**src/rtl/serial_adder_pkg.sv**
```systemverilog
// Shared types and operation encoding for the bit-serial add/subtract controller.
package serial_adder_pkg;

  typedef enum logic [1:0] {
    IDLE = 2'd0,
    RUN  = 2'd1,
    DONE = 2'd2
  } sa_state_t;

  localparam logic OP_ADD = 1'b0;
  localparam logic OP_SUB = 1'b1;

endpackage

```
**src/rtl/full_adder_from_half.sv**
```systemverilog
// One-bit full adder composed of two half-adder stages plus a carry merge.
module full_adder_from_half (
  input  logic a,
  input  logic b,
  input  logic cin,
  output logic sum,
  output logic cout
);

  logic s1, c1, c2;

  always_comb begin
    s1   = a ^ b;
    c1   = a & b;
    sum  = s1 ^ cin;
    c2   = s1 & cin;
    cout = c1 | c2;
  end

endmodule

```
**src/rtl/serial_adder_ctrl.sv**
```systemverilog
// Bit-serial add/subtract controller: one full adder cell stepped LSB-first over
// WIDTH cycles, with valid/ready handshakes on operands and result.
module serial_adder_ctrl
  import serial_adder_pkg::*;
#(
  parameter int unsigned WIDTH = 8
) (
  input  logic             clk,
  input  logic             rst_n,
  input  logic             in_valid,
  output logic             in_ready,
  input  logic [WIDTH-1:0] op_a,
  input  logic [WIDTH-1:0] op_b,
  input  logic             cin,
  input  logic             sub,
  output logic             out_valid,
  input  logic             out_ready,
  output logic [WIDTH-1:0] sum,
  output logic             cout,
  output logic             ovf
);

  localparam int unsigned CW = $clog2(WIDTH);
  localparam logic [CW-1:0] CNT_LAST = CW'(WIDTH - 1);

  sa_state_t        state_q, state_d;
  logic [WIDTH-1:0] a_sr_q, a_sr_d;
  logic [WIDTH-1:0] b_sr_q, b_sr_d;
  logic [WIDTH-1:0] r_sr_q, r_sr_d;
  logic [CW-1:0]    cnt_q, cnt_d;
  logic             c_q, c_d;
  logic [WIDTH-1:0] sum_q, sum_d;
  logic             cout_q, cout_d;
  logic             ovf_q, ovf_d;

  logic fa_sum, fa_cout;

  full_adder_from_half u_fa (
    .a    (a_sr_q[0]),
    .b    (b_sr_q[0]),
    .cin  (c_q),
    .sum  (fa_sum),
    .cout (fa_cout)
  );

  always_comb begin
    state_d = state_q;
    a_sr_d  = a_sr_q;
    b_sr_d  = b_sr_q;
    r_sr_d  = r_sr_q;
    cnt_d   = cnt_q;
    c_d     = c_q;
    sum_d   = sum_q;
    cout_d  = cout_q;
    ovf_d   = ovf_q;

    unique case (state_q)
      IDLE: begin
        if (in_valid) begin
          state_d = RUN;
          a_sr_d  = op_a;
          b_sr_d  = (sub == OP_SUB) ? ~op_b : op_b;
          c_d     = (sub == OP_SUB) ? 1'b1 : cin;
          cnt_d   = '0;
          r_sr_d  = '0;
        end
      end
      RUN: begin
        a_sr_d = {1'b0, a_sr_q[WIDTH-1:1]};
        b_sr_d = {1'b0, b_sr_q[WIDTH-1:1]};
        r_sr_d = {fa_sum, r_sr_q[WIDTH-1:1]};
        c_d    = fa_cout;
        // On the MSB step c_q is still the carry into the MSB, which feeds overflow.
        if (cnt_q == CNT_LAST) begin
          state_d = DONE;
          sum_d   = {fa_sum, r_sr_q[WIDTH-1:1]};
          cout_d  = fa_cout;
          ovf_d   = c_q ^ fa_cout;
        end else begin
          cnt_d = cnt_q + 1'b1;
        end
      end
      DONE: begin
        if (out_ready) state_d = IDLE;
      end
      default: state_d = IDLE;
    endcase
  end

  always_ff @(posedge clk) begin
    if (!rst_n) begin
      state_q <= IDLE;
      a_sr_q  <= '0;
      b_sr_q  <= '0;
      r_sr_q  <= '0;
      cnt_q   <= '0;
      c_q     <= 1'b0;
      sum_q   <= '0;
      cout_q  <= 1'b0;
      ovf_q   <= 1'b0;
    end else begin
      state_q <= state_d;
      a_sr_q  <= a_sr_d;
      b_sr_q  <= b_sr_d;
      r_sr_q  <= r_sr_d;
      cnt_q   <= cnt_d;
      c_q     <= c_d;
      sum_q   <= sum_d;
      cout_q  <= cout_d;
      ovf_q   <= ovf_d;
    end
  end

  assign in_ready  = rst_n && (state_q == IDLE);
  assign out_valid = (state_q == DONE);
  assign sum       = sum_q;
  assign cout      = cout_q;
  assign ovf       = ovf_q;

endmodule
```
**config.mk**
```make
export PLATFORM = sky130hd
export DESIGN_NAME = serial_adder_ctrl
export DESIGN_NICKNAME = d
export VERILOG_FILES = /design/src/rtl/serial_adder_pkg.sv /design/src/rtl/full_adder_from_half.sv /design/src/rtl/serial_adder_ctrl.sv
export SDC_FILE = /design/constraint.sdc
export NUM_CORES = 1
export LEC_CHECK = 0
export ABC_AREA = 1
export BUFFER_PORTS_ARGS = -buffer_cell sky130_fd_sc_hd__buf_4
export CAP_MARGIN = 40
export CORE_MARGIN = 2
export CORE_UTILIZATION = 51
export CTS_BUF_LIST = sky130_fd_sc_hd__clkbuf_8
export CTS_CLUSTER_SIZE = 12
export DETAILED_ROUTE_END_ITERATION = 7
export HOLD_SLACK_MARGIN = 0.08
export PLACE_DENSITY = 0.8
export SLEW_MARGIN = 30
export SYNTH_ARGS = -nofsm -noshare
export SYNTH_HDL_FRONTEND = slang
export SYNTH_SLANG_ARGS = --single-unit
```
**constraint.sdc**
```tcl
create_clock -name clk -period 1.8 [get_ports clk]
set_clock_uncertainty 0.05 [all_clocks]
set_input_delay 0.27 -clock clk [delete_from_list [all_inputs] [get_ports clk]]
set_output_delay 0.27 -clock clk [all_outputs]
set_load 0.02 [all_outputs]
```
==> results.toml <==
[power_and_ir_drop]
p_leak_uw = 0.00105
power.density_mw_per_mm2 = 790
switchingPower_uw = 461
p_seq_share_pct = 53.4
p_int_uw = 1280
pwr-share-clk_pct = 30.7
vdd_ir_drop_max_mv = 0.524
p_sw_share_pct = 26.4
finalPower_uw = 1740
combPwrFrac_pct = 15.9

[place]
place_hpwl_um = 2550
pre_cts_ws_ps = 381
place_congestion = 0.818
io_buffer_count = 33

[critical_path]
max_stage_delay_ps = 620
crit_path_start_kind = "register"
arrival_ps = 1300
cp_max_fo = 10
worst_r2r_startpoint = "cnt_q[0]"
crit_path_start = "state_q[0]"
crit_type = "reg2out"
crit_slowest_cell = "dfxtp_1"
endpoint_kind = "primary output"
path_cells = "inv_2 > nand2_1 > nor2_1 > buf_4"
required_ps = 1480

[yosys]
synthesis.nets = 298
synth.avg_cell_area_um2 = 6.94
syn_inst = 273
netlist_area_mm2 = 0.00190
ys.warnings.count = 0
synth-seq-area-share_pct = 41.2
yosysUniqueCellTypes = 24
synth-seq-cells = 39

[die]
die_h_um = 65.0
die_w_um = 65.0
io-pin-count = 34
die-area_mm2 = 0.00422
rows = 22
start_util_pct = 52.6
fp.coreArea_mm2 = 0.00361

[final_layout]
areaGrowthSynthToFinish_pct = 16.5
final_common_cell = "nand2_1"
final_net_count = 329
final_cell_mix = "nand2_1 (102), dfxtp_1 (39), buf_4 (37), inv_1 (30), nor2_1 (25)"
fill_cells = 345
drive_above_1_share_pct = 20.0
diodes = 0
final_core_util_pct = 61.2

[clocking]
cts_made_buffers = 5
cts_buffer_depth = 2
cts_resized = 0
clock_sinks = 39
path_clk_slew_ps = 70
cts_hold_buf = 0
cts_max_level = 2
clkLatencyLatePin_ps = 280
cts_tree = "yes"
root_buffer = "clkbuf_8"
post-cts-setup-buffers = 0

[sta]
rsz0062_at_grt = "no"
finalCritPeriodShare_pct = 90.2
maxSlewViolCount = 0
period_minus_slack_ps = 1620
tightest_slew_ps = 474
finalHoldViolCount = 0
setup_slack_ps = 176
slew_headroom_pct = 68.4
clock.fmax_mhz = 616
setup-violations-final = 0
fin_setup_tns_ps = 0
whs_ps = 202

[global_route]
grt_pass1_vias = 1535
grt_overflow = 0
use_met2_pct = 33.5
met3_usage_pct = 4.34
met1_usage_pct = 23.1
grt_first_pass_wirelength_um = 6370
grt_most_used_layer = "met2"
antenna_found_initial = 0
grt_max_degree = 23
grt_usage_pct = 19.4

[detailed_routing]
ant_nets = 0
drt-initial-drc-count = 95
first_pass_iters = 4
drc = 0
num_vias = 1639
wl_per_cell_um = 10.2
routed_wl_um = 3580
routed_via_density = 4.64

[outcome]
outcome = "completed"

[min_path]
min_from = "op_a[7]"
hold_path.class = "in2reg"

[job]
maxCapViolations = 0
-- through the flow --
step | instances | cell area (um2)
2_1_floorplan | 273 | 1900
3_3_place_gp | 345 | 2130
3_5_place_dp | 345 | 2130
4_1_cts | 353 | 2210
5_1_grt | 353 | 2210
6_report | 353 | 2210
-- Yosys cell counts --
| cell | number | area (um2) |
|---|---|---|
| inv_2 | 3 | 11.3 |
| xor2_1 | 2 | 17.5 |
| fa_1 | 1 | 20.0 |
| nand2_2 | 2 | 12.5 |
| o21ai_4 | 1 | 16.3 |
| o21ai_1 | 4 | 20.0 |
| a21oi_2 | 7 | 61.3 |
| buf_2 | 4 | 20.0 |
| a21oi_1 | 21 | 105 |
| buf_6 | 6 | 67.6 |
| buf_4 | 2 | 15.0 |
| nand3_1 | 11 | 55.1 |
| dfxtp_1 | 39 | 781 |
| and2_1 | 1 | 6.26 |
| buf_1 | 1 | 3.75 |
| or2_2 | 1 | 6.26 |
| nand2_4 | 1 | 11.3 |
| o21ai_0 | 6 | 30.0 |
| inv_4 | 1 | 6.26 |
| ha_1 | 2 | 25.0 |
| nand2_1 | 102 | 383 |
| nor2_4 | 2 | 22.5 |
| nor2_1 | 25 | 93.8 |
| inv_1 | 28 | 105 |
-- final timing paths --
check | slack (ps) | endpoint | depth (start not counted)
worst min register to register | 420 | sum[6] | 2
worst min-delay path | 200 | a_sr_q[7] | 3
worst max-delay path | 180 | in_ready | 4
worst max register to register | 350 | sum[2] | 7
-- power groups by stage --
stage | logic [uW] | registers, uW | clock network [uW]
2_1_floorplan | 219 | 941 | 0
3_3_place_gp | 274 | 950 | 0
3_5_place_dp | 277 | 951 | 0
4_1_cts | 279 | 931 | 558
5_1_grt | 323 | 937 | 597
6_report | 277 | 932 | 535
-- critical path: cells and delay by family (launching register included) --
| kind | cells | cell delay, ps |
|---|---|---|
| DFF | 1 | 620 |
| and+or+nand+nor | 2 | 130 |
| buffers and inverters | 2 | 280 |
-- sequential cells by signal, indices dropped and copies added, names as in the netlist --
register  cells
b_sr_q        8
state_q       2
r_sr_q        7
cout          1
cnt_q         3
a_sr_q        8
c_q           1
sum           8
ovf           1
-- final cells by class --
class | instances | area, um2 | share of cell area (%)
sequential | 39 | 781 | 35.4
clock inverter | 3 | 12.5 | 0.567
timing repair buffer | 37 | 278 | 12.6
inverter | 32 | 123 | 5.55
clock buffer | 5 | 68.8 | 3.12
multi-input combinational | 189 | 886 | 40.1
tap | 48 | 60.1 | 2.72
-- kinds of logic (layout without fill, tap and decap cells) --
kind of cell | count (synthesis) | in the layout | synth area share [%]
and+or+nand+nor | 145 | 145 | 31.2
buffers and inverters | 45 | 77 | 12.1
AOI/OAI and AO/OA | 39 | 39 | 12.3
xor gates and xnor gates | 2 | 2 | 0.924
DFF | 39 | 39 | 41.2
adders and majority gates | 3 | 3 | 2.38
-- metal layers --
metal	vias up	part of all wire [%]
met3	6	2.8
met1	719	47
li1	893	-
met2	21	49
met4	0	1.3
met5	-	0
(Power assumes the default switching activity.)
